## src/rtl/vga_scanout.sv

```systemverilog
// Purpose: raster-scans the displayed frame buffer and drives 640x480@60 VGA sync/colour, issuing swap at vblank start.
// Latency: colour/hsync/vsync reach the pins 2 clk edges after the counters; read_addr, vblank and swap are combinational.
// Backpressure: none; free-running pixel clock, and swap requests are held pending until the next swap point.
module vga_scanout #(
  parameter int H_VISIBLE = 640,
  parameter int H_FRONT   = 16,
  parameter int H_SYNC    = 96,
  parameter int H_BACK    = 48,
  parameter int V_VISIBLE = 480,
  parameter int V_FRONT   = 10,
  parameter int V_SYNC    = 2,
  parameter int V_BACK    = 33
) (
  input  logic        clk,
  input  logic        rst_n,
  output logic [18:0] read_addr,
  input  logic        read_data,
  input  logic        swap_req,
  output logic        swap,
  output logic        vblank,
  output logic        hsync,
  output logic        vsync,
  output logic [3:0]  vga_r,
  output logic [3:0]  vga_g,
  output logic [3:0]  vga_b
);

  localparam int H_TOTAL = H_VISIBLE + H_FRONT + H_SYNC + H_BACK;
  localparam int V_TOTAL = V_VISIBLE + V_FRONT + V_SYNC + V_BACK;

  localparam logic [9:0] H_VIS      = 10'(H_VISIBLE);
  localparam logic [9:0] H_LAST     = 10'(H_TOTAL - 1);
  localparam logic [9:0] HS_START   = 10'(H_VISIBLE + H_FRONT);
  localparam logic [9:0] HS_END     = 10'(H_VISIBLE + H_FRONT + H_SYNC);
  localparam logic [9:0] V_VIS      = 10'(V_VISIBLE);
  localparam logic [9:0] V_LAST     = 10'(V_TOTAL - 1);
  localparam logic [9:0] VS_START   = 10'(V_VISIBLE + V_FRONT);
  localparam logic [9:0] VS_END     = 10'(V_VISIBLE + V_FRONT + V_SYNC);

  logic [9:0]  h;
  logic [9:0]  v;
  logic [18:0] addr;
  logic        pending;

  logic        h_wrap;
  logic        frame_wrap;
  logic        active;
  logic        hsync_pre;
  logic        vsync_pre;
  logic        swap_point;

  logic        active_d1;
  logic        hsync_d1;
  logic        vsync_d1;
  logic [3:0]  colour;

  assign h_wrap     = (h == H_LAST);
  assign frame_wrap = h_wrap && (v == V_LAST);
  assign active     = (h < H_VIS) && (v < V_VIS);
  assign hsync_pre  = !((h >= HS_START) && (h < HS_END));
  assign vsync_pre  = !((v >= VS_START) && (v < VS_END));
  assign swap_point = (h == 10'd0) && (v == V_VIS);

  assign read_addr  = addr;
  assign vblank     = (v >= V_VIS);
  assign swap       = swap_point && (pending || swap_req);

  // Address is a running count of active pixels, avoiding a y*640 multiply.
  always_ff @(posedge clk or negedge rst_n) begin
    if (!rst_n) begin
      h    <= '0;
      v    <= '0;
      addr <= '0;
    end else begin
      h <= h_wrap ? 10'd0 : h + 10'd1;
      if (h_wrap) begin
        v <= (v == V_LAST) ? 10'd0 : v + 10'd1;
      end
      if (frame_wrap) begin
        addr <= '0;
      end else if (active) begin
        addr <= addr + 19'd1;
      end
    end
  end

  // A request on the swap point itself is served combinationally, so pending only covers earlier ones.
  always_ff @(posedge clk or negedge rst_n) begin
    if (!rst_n) begin
      pending <= 1'b0;
    end else if (swap_point) begin
      pending <= 1'b0;
    end else if (swap_req) begin
      pending <= 1'b1;
    end
  end

  always_ff @(posedge clk or negedge rst_n) begin
    if (!rst_n) begin
      active_d1 <= 1'b0;
      hsync_d1  <= 1'b1;
      vsync_d1  <= 1'b1;
      colour    <= 4'h0;
      hsync     <= 1'b1;
      vsync     <= 1'b1;
    end else begin
      active_d1 <= active;
      hsync_d1  <= hsync_pre;
      vsync_d1  <= vsync_pre;
      colour    <= {4{read_data & active_d1}};
      hsync     <= hsync_d1;
      vsync     <= vsync_d1;
    end
  end

  assign vga_r = colour;
  assign vga_g = colour;
  assign vga_b = colour;

endmodule

```

## config.mk

```make
export PLATFORM = sky130hd
export DESIGN_NAME = vga_scanout
export DESIGN_NICKNAME = d
export VERILOG_FILES = /design/src/rtl/vga_scanout.sv
export SDC_FILE = /design/constraint.sdc
export NUM_CORES = 1
export LEC_CHECK = 0
export CORE_ASPECT_RATIO = 0.8
export CORE_MARGIN = 1.5
export CORE_UTILIZATION = 55
export CTS_BUF_LIST = sky130_fd_sc_hd__clkbuf_16
export DETAILED_ROUTE_END_ITERATION = 8
export GPL_ROUTABILITY_DRIVEN = 0
export PLACE_DENSITY = 0.89
export REMOVE_ABC_BUFFERS = 1
export SKIP_LAST_GASP = 1
export SLEW_MARGIN = 0
export SYNTH_ARGS = -nofsm -noshare
export SYNTH_HDL_FRONTEND = slang
export SYNTH_SLANG_ARGS = --single-unit
```

## constraint.sdc

```tcl
create_clock -name clk -period 4.9 [get_ports clk]
set_clock_uncertainty 0.2 [all_clocks]
set_input_delay 0.98 -clock clk [delete_from_list [all_inputs] [get_ports clk]]
set_output_delay 0.98 -clock clk [all_outputs]
set_load 0.02 [all_outputs]
```

# Word-level counts from Yosys, hierarchy flattened
# Index checks and enable logic that the tools add are counted.
# W data, S select, Z words.
# word_totals
in_bits	4
ram_bits	0
output_inout_bits	35
latch_bits	0
ff_bits	46
mem_bits_ro	0
mem_count	0
word_cells	42
# op_classes
n_addsub	3
multipliers	0
order_cmp	7
div	0
shift	0
n_reduce_logical	12
bitwise	1
eq_ne	3
muxes	6
# ops
cell	count
$mux W19	2
$add A10 B1 Y10 const B	2
$eq A10 B10 Y1 const B	2
$ge A10 B9 Y1 const B	2
$lt A10 B10 Y1 const B	2
$lt A10 B9 Y1 const B	2
$mux W10	2
$add A19 B1 Y19 const B	1
$eq A10 B9 Y1 const B	1
$ge A10 B10 Y1 const B	1
$logic_not A10 Y1	1
$logic_and A1 B1 Y1	6
$reduce_bool A2 Y1	2
$logic_not A1 Y1	2
$mux W1	2
$and A1 B1 Y1	1
$logic_or A1 B1 Y1	1

# Longest topological paths before layout
# depth
depth_word	4
mapped_depth	7
depth_no_buf	6

# Worst setup path after synthesis
# Ideal clock, no wire load.
# synth_timing
kind	flip-flop to output port
startpoint	register v[5]
endpoint	output swap
stages_incl_launch_ff	5
path_slack_ns	1.995
t_required_ns	3.720
t_arrival_ns	1.725
n_path_buf	1
cell_sequence	dfrtp_1 > buf_2 > nand4_1 > or4_1 > nor4_1
# synth_between
elab_chain_cells	3
# synth_lines
item	line_no	rtl
start: declaration	41	logic [9:0] v;
start signal: assignment	77	v <= (v == V_LAST) ? 10'd0 : v + 10'd1;
$eq A10 B9 Y1	62	assign swap_point = (h == 10'd0) && (v == V_VIS);
$logic_and A1 B1 Y1	62	
$logic_and A1 B1 Y1	66	assign swap = swap_point && (pending || swap_req);
end: declaration	19	output logic swap,
# Every way passes these cells.

# Worst setup path after layout
# Same ends and word-level chain as after synthesis.

==> key figures <==
CTS
  • Reg clk slew, reported paths: 0.06 ns
  • Hold-fix buffers, CTS: 0
  • Postcts setup bufs: 0
  • CTS tree: done
  • CTS root buffer: clkbuf_16
  • Worst-Skew Late Latency: 0.29 ns
  • Inserted Clock Buffers: 5
  • CTS max path bufs: 2
  • Post-cts repair resize count: 0
  • H-tree Lvls: 2
  • CTS sink count: 46

Cells and area
  • Area growth from synthesis to final layout: 21.3%
  • Antenna cells: 0
  • Fin util: 69.3%
  • Share of layout cells above drive strength 1: 7.55%
  • Final instance area: 2880 um^2
  • Final nets: 274

Pwr
  • Clk pwr share: 48.6%
  • Power, Total: 792 uW
  • Comb pwr share: 3.2%
  • Net Sw Frac: 20.2%
  • Pint: 632 uW
  • Switch Pwr: 160 uW
  • Leak: 1.17 nW
  • Pwr Density: 275 nW/um^2
  • Reg power frac: 48.2%
  • Maximum vdd drop: 0.000200 V

Global route
  • First-pass GRT wire length: 7.69 mm
  • Congestion Overflow GR: 0
  • Initial antenna violation count: 0
  • Vias in the first global route: 1,679
  • GRT Total Usage: 21.5%
  • Largest net degree at the start of global routing: 47

Floorplan
  • Starting density of the core: 57.1%
  • Placement row count: 21
  • Die W: 76.4 um
  • Area of the die: 4720 um^2
  • Ports: 39
  • Chip height: 61.7 um
  • Placeable Area: 4150 um^2

Placement
  • Dpl cell area: 2710 um^2
  • Pre-CTS setup slack: 1.41 ns
  • Port Buffers: 38
  • Final HPWL DP: 3.25 mm

Yosys
  • Primary FF master, synth: dfrtp_1
  • Yosys top cell area share: 44.3%
  • #FFs+latches synth: 46
  • Count leader, synth: dfrtp_1
  • Async set-reset flop share out of synthesis: 100%
  • Synthesized area per cell: 10.0 um^2
  • Synth Warn #: 0
  • Area contributors post-synth: dfrtp_1, dfstp_2, buf_4
  • Synthesized cell area: 2370 um^2
  • Area leader, netlist: dfrtp_1
  • Register area share after synthesis: 48.8%
  • Syn Inst Count: 236
  • Top cells by count, synth: dfrtp_1, a21oi_1, nor2_1
  • EDFF count, synth: 0
  • Synth unique cells: 35

Routing
  • DR iter-0 viols: 89
  • Routed Antenna Nets: 0
  • DRT Pass-1 Iters: 5
  • Total number of vias: 1,899
  • Final Routed Wirelength: 4.89 mm
  • Top sig layer: met4
  • Routed wire per std cell: 15.2 um
  • Routed wl met2: 2.35 mm
  • Vias per std cell: 5.90
  • Met1 wire length: 2.18 mm
  • Met3 WL: 255 um
  • DRC: 0

Run status
  • Status: completed

Worst hold path
  • Tightest Hold Check Type: reg -> reg

STA
  • Worst Max-Slew Pin Slew: 0.985 ns
  • Final Critical Period: 3.58 ns
  • Rel. slew slack: 34.3%
  • RSZ-0062 raised after global routing: no
  • Total negative slack: 0 ns
  • Final hold vios: 0
  • Achievable frequency: 279 MHz
  • Finish-stage setup viols: 0
  • Final period utilization: 73.0%
  • Final WS setup: 1.32 ns
  • Max-slew violations: 0

Critical path
  • Worst Path Max Fanout: 7
  • CP Capture Type: primary output
  • Arrival @ worst endpoint: 2.40 ns
  • CP startpoint kind: flip-flop
  • Data required time of the worst path: 3.72 ns
  • WS Path Type: reg -> out

Flow run
  • Max Cap Viol: 0
-- registers in the layout (all words and copies together), names as in the netlist --
register / flops
vsync: 1
pending: 1
active_d1: 1
h: 10
v: 10
vsync_d1: 1
hsync: 1
hsync_d1: 1
read_addr: 19
vga_b: 1
-- power by group through the flow --
| stage | Clock [mW] | Combinational [mW] | Sequential (mW) |
|---|---|---|---|
| floorplan | 0 | 0.000283 | 0.395 |
| global placement | 0 | 0.0259 | 0.388 |
| detailed placement | 0 | 0.0264 | 0.388 |
| CTS | 0.390 | 0.0264 | 0.381 |
| global route | 0.404 | 0.0283 | 0.381 |
| finish | 0.385 | 0.0256 | 0.381 |
-- placed cells by master (no fill, tap or decap), types with 2 or more instances in the layout --
cell type	Yosys	layout
a21oi_1	17	17
a22o_1	2	2
and2_1	4	4
and3_1	8	8
and4_1	4	4
clkbuf_16	0	5
clkdlybuf4s50_1	0	37
dfrtp_1	42	42
dfstp_2	4	4
ha_1	6	6
inv_1	8	8
mux2i_1	2	2
nand2_1	13	13
nand3_1	15	15
nand4_1	10	10
nand4_2	2	2
nor2_1	16	16
nor3_1	3	3
nor4_1	2	2
o21ai_0	11	11
o31ai_1	7	7
or3_1	8	8
or4_1	9	9
xnor2_1	8	8
xor2_1	8	8
-- metal layers --
metal	global-route usage [%]	up-vias
met4	12.7	0
li1	-	904
met5	0	-
met1	27.1	933
met3	4.38	8
met2	35.7	54
-- cell families after synthesis --
| logic type | share of synthesized area (%) |
|---|---|
| AOI/OAI and AO/OA | 10.6 |
| adders and majority gates | 3.17 |
| muxes | 0.844 |
| and+or+nand+nor | 24.5 |
| buffers and inverters | 6.28 |
| xor gates and xnor gates | 5.91 |
| DFF | 48.8 |
-- path summary, 6_finish.rpt --
kind	slack (ns)	cells past startpoint	start	to
max in group asynchronous	3.24	1	rst_n	h[3]
worst min-delay path	0.16	0	hsync_d1	hsync
worst max register to register	2.64	4	v[6]	read_addr[18]
worst max-delay path	1.32	4	v[5]	swap
min in group asynchronous	0.66	1	rst_n	v[7]
worst min register to register	0.16	0	hsync_d1	hsync
-- critical path, stage by stage (launching register included) --
cell	delay (ns)
dfrtp_1	0.48
nand4_1	0.16
or4_1	0.50
nor4_1	0.31
clkdlybuf4s50_1	0.65
-- final cells by class --
| class | instances | area [um^2] |
|---|---|---|
| fill | 343 | 1280 |
| sequential | 46 | 1160 |
| multi-input combinational | 164 | 1070 |
| timing repair buffer | 39 | 383 |
| clock buffer | 5 | 125 |
| tap | 57 | 71.3 |
| clock inverter | 3 | 43.8 |
| inverter | 8 | 30.0 |
-- metrics by stage --
step	std cells	hold WS, ns
after global placement	314	0.145
after global routing	322	0.162
final	322	0.158
after floorplan	218	0.145
after detailed placement	314	0.151
after CTS	322	0.160
Note: power is estimated with default switching activity, not from simulation.
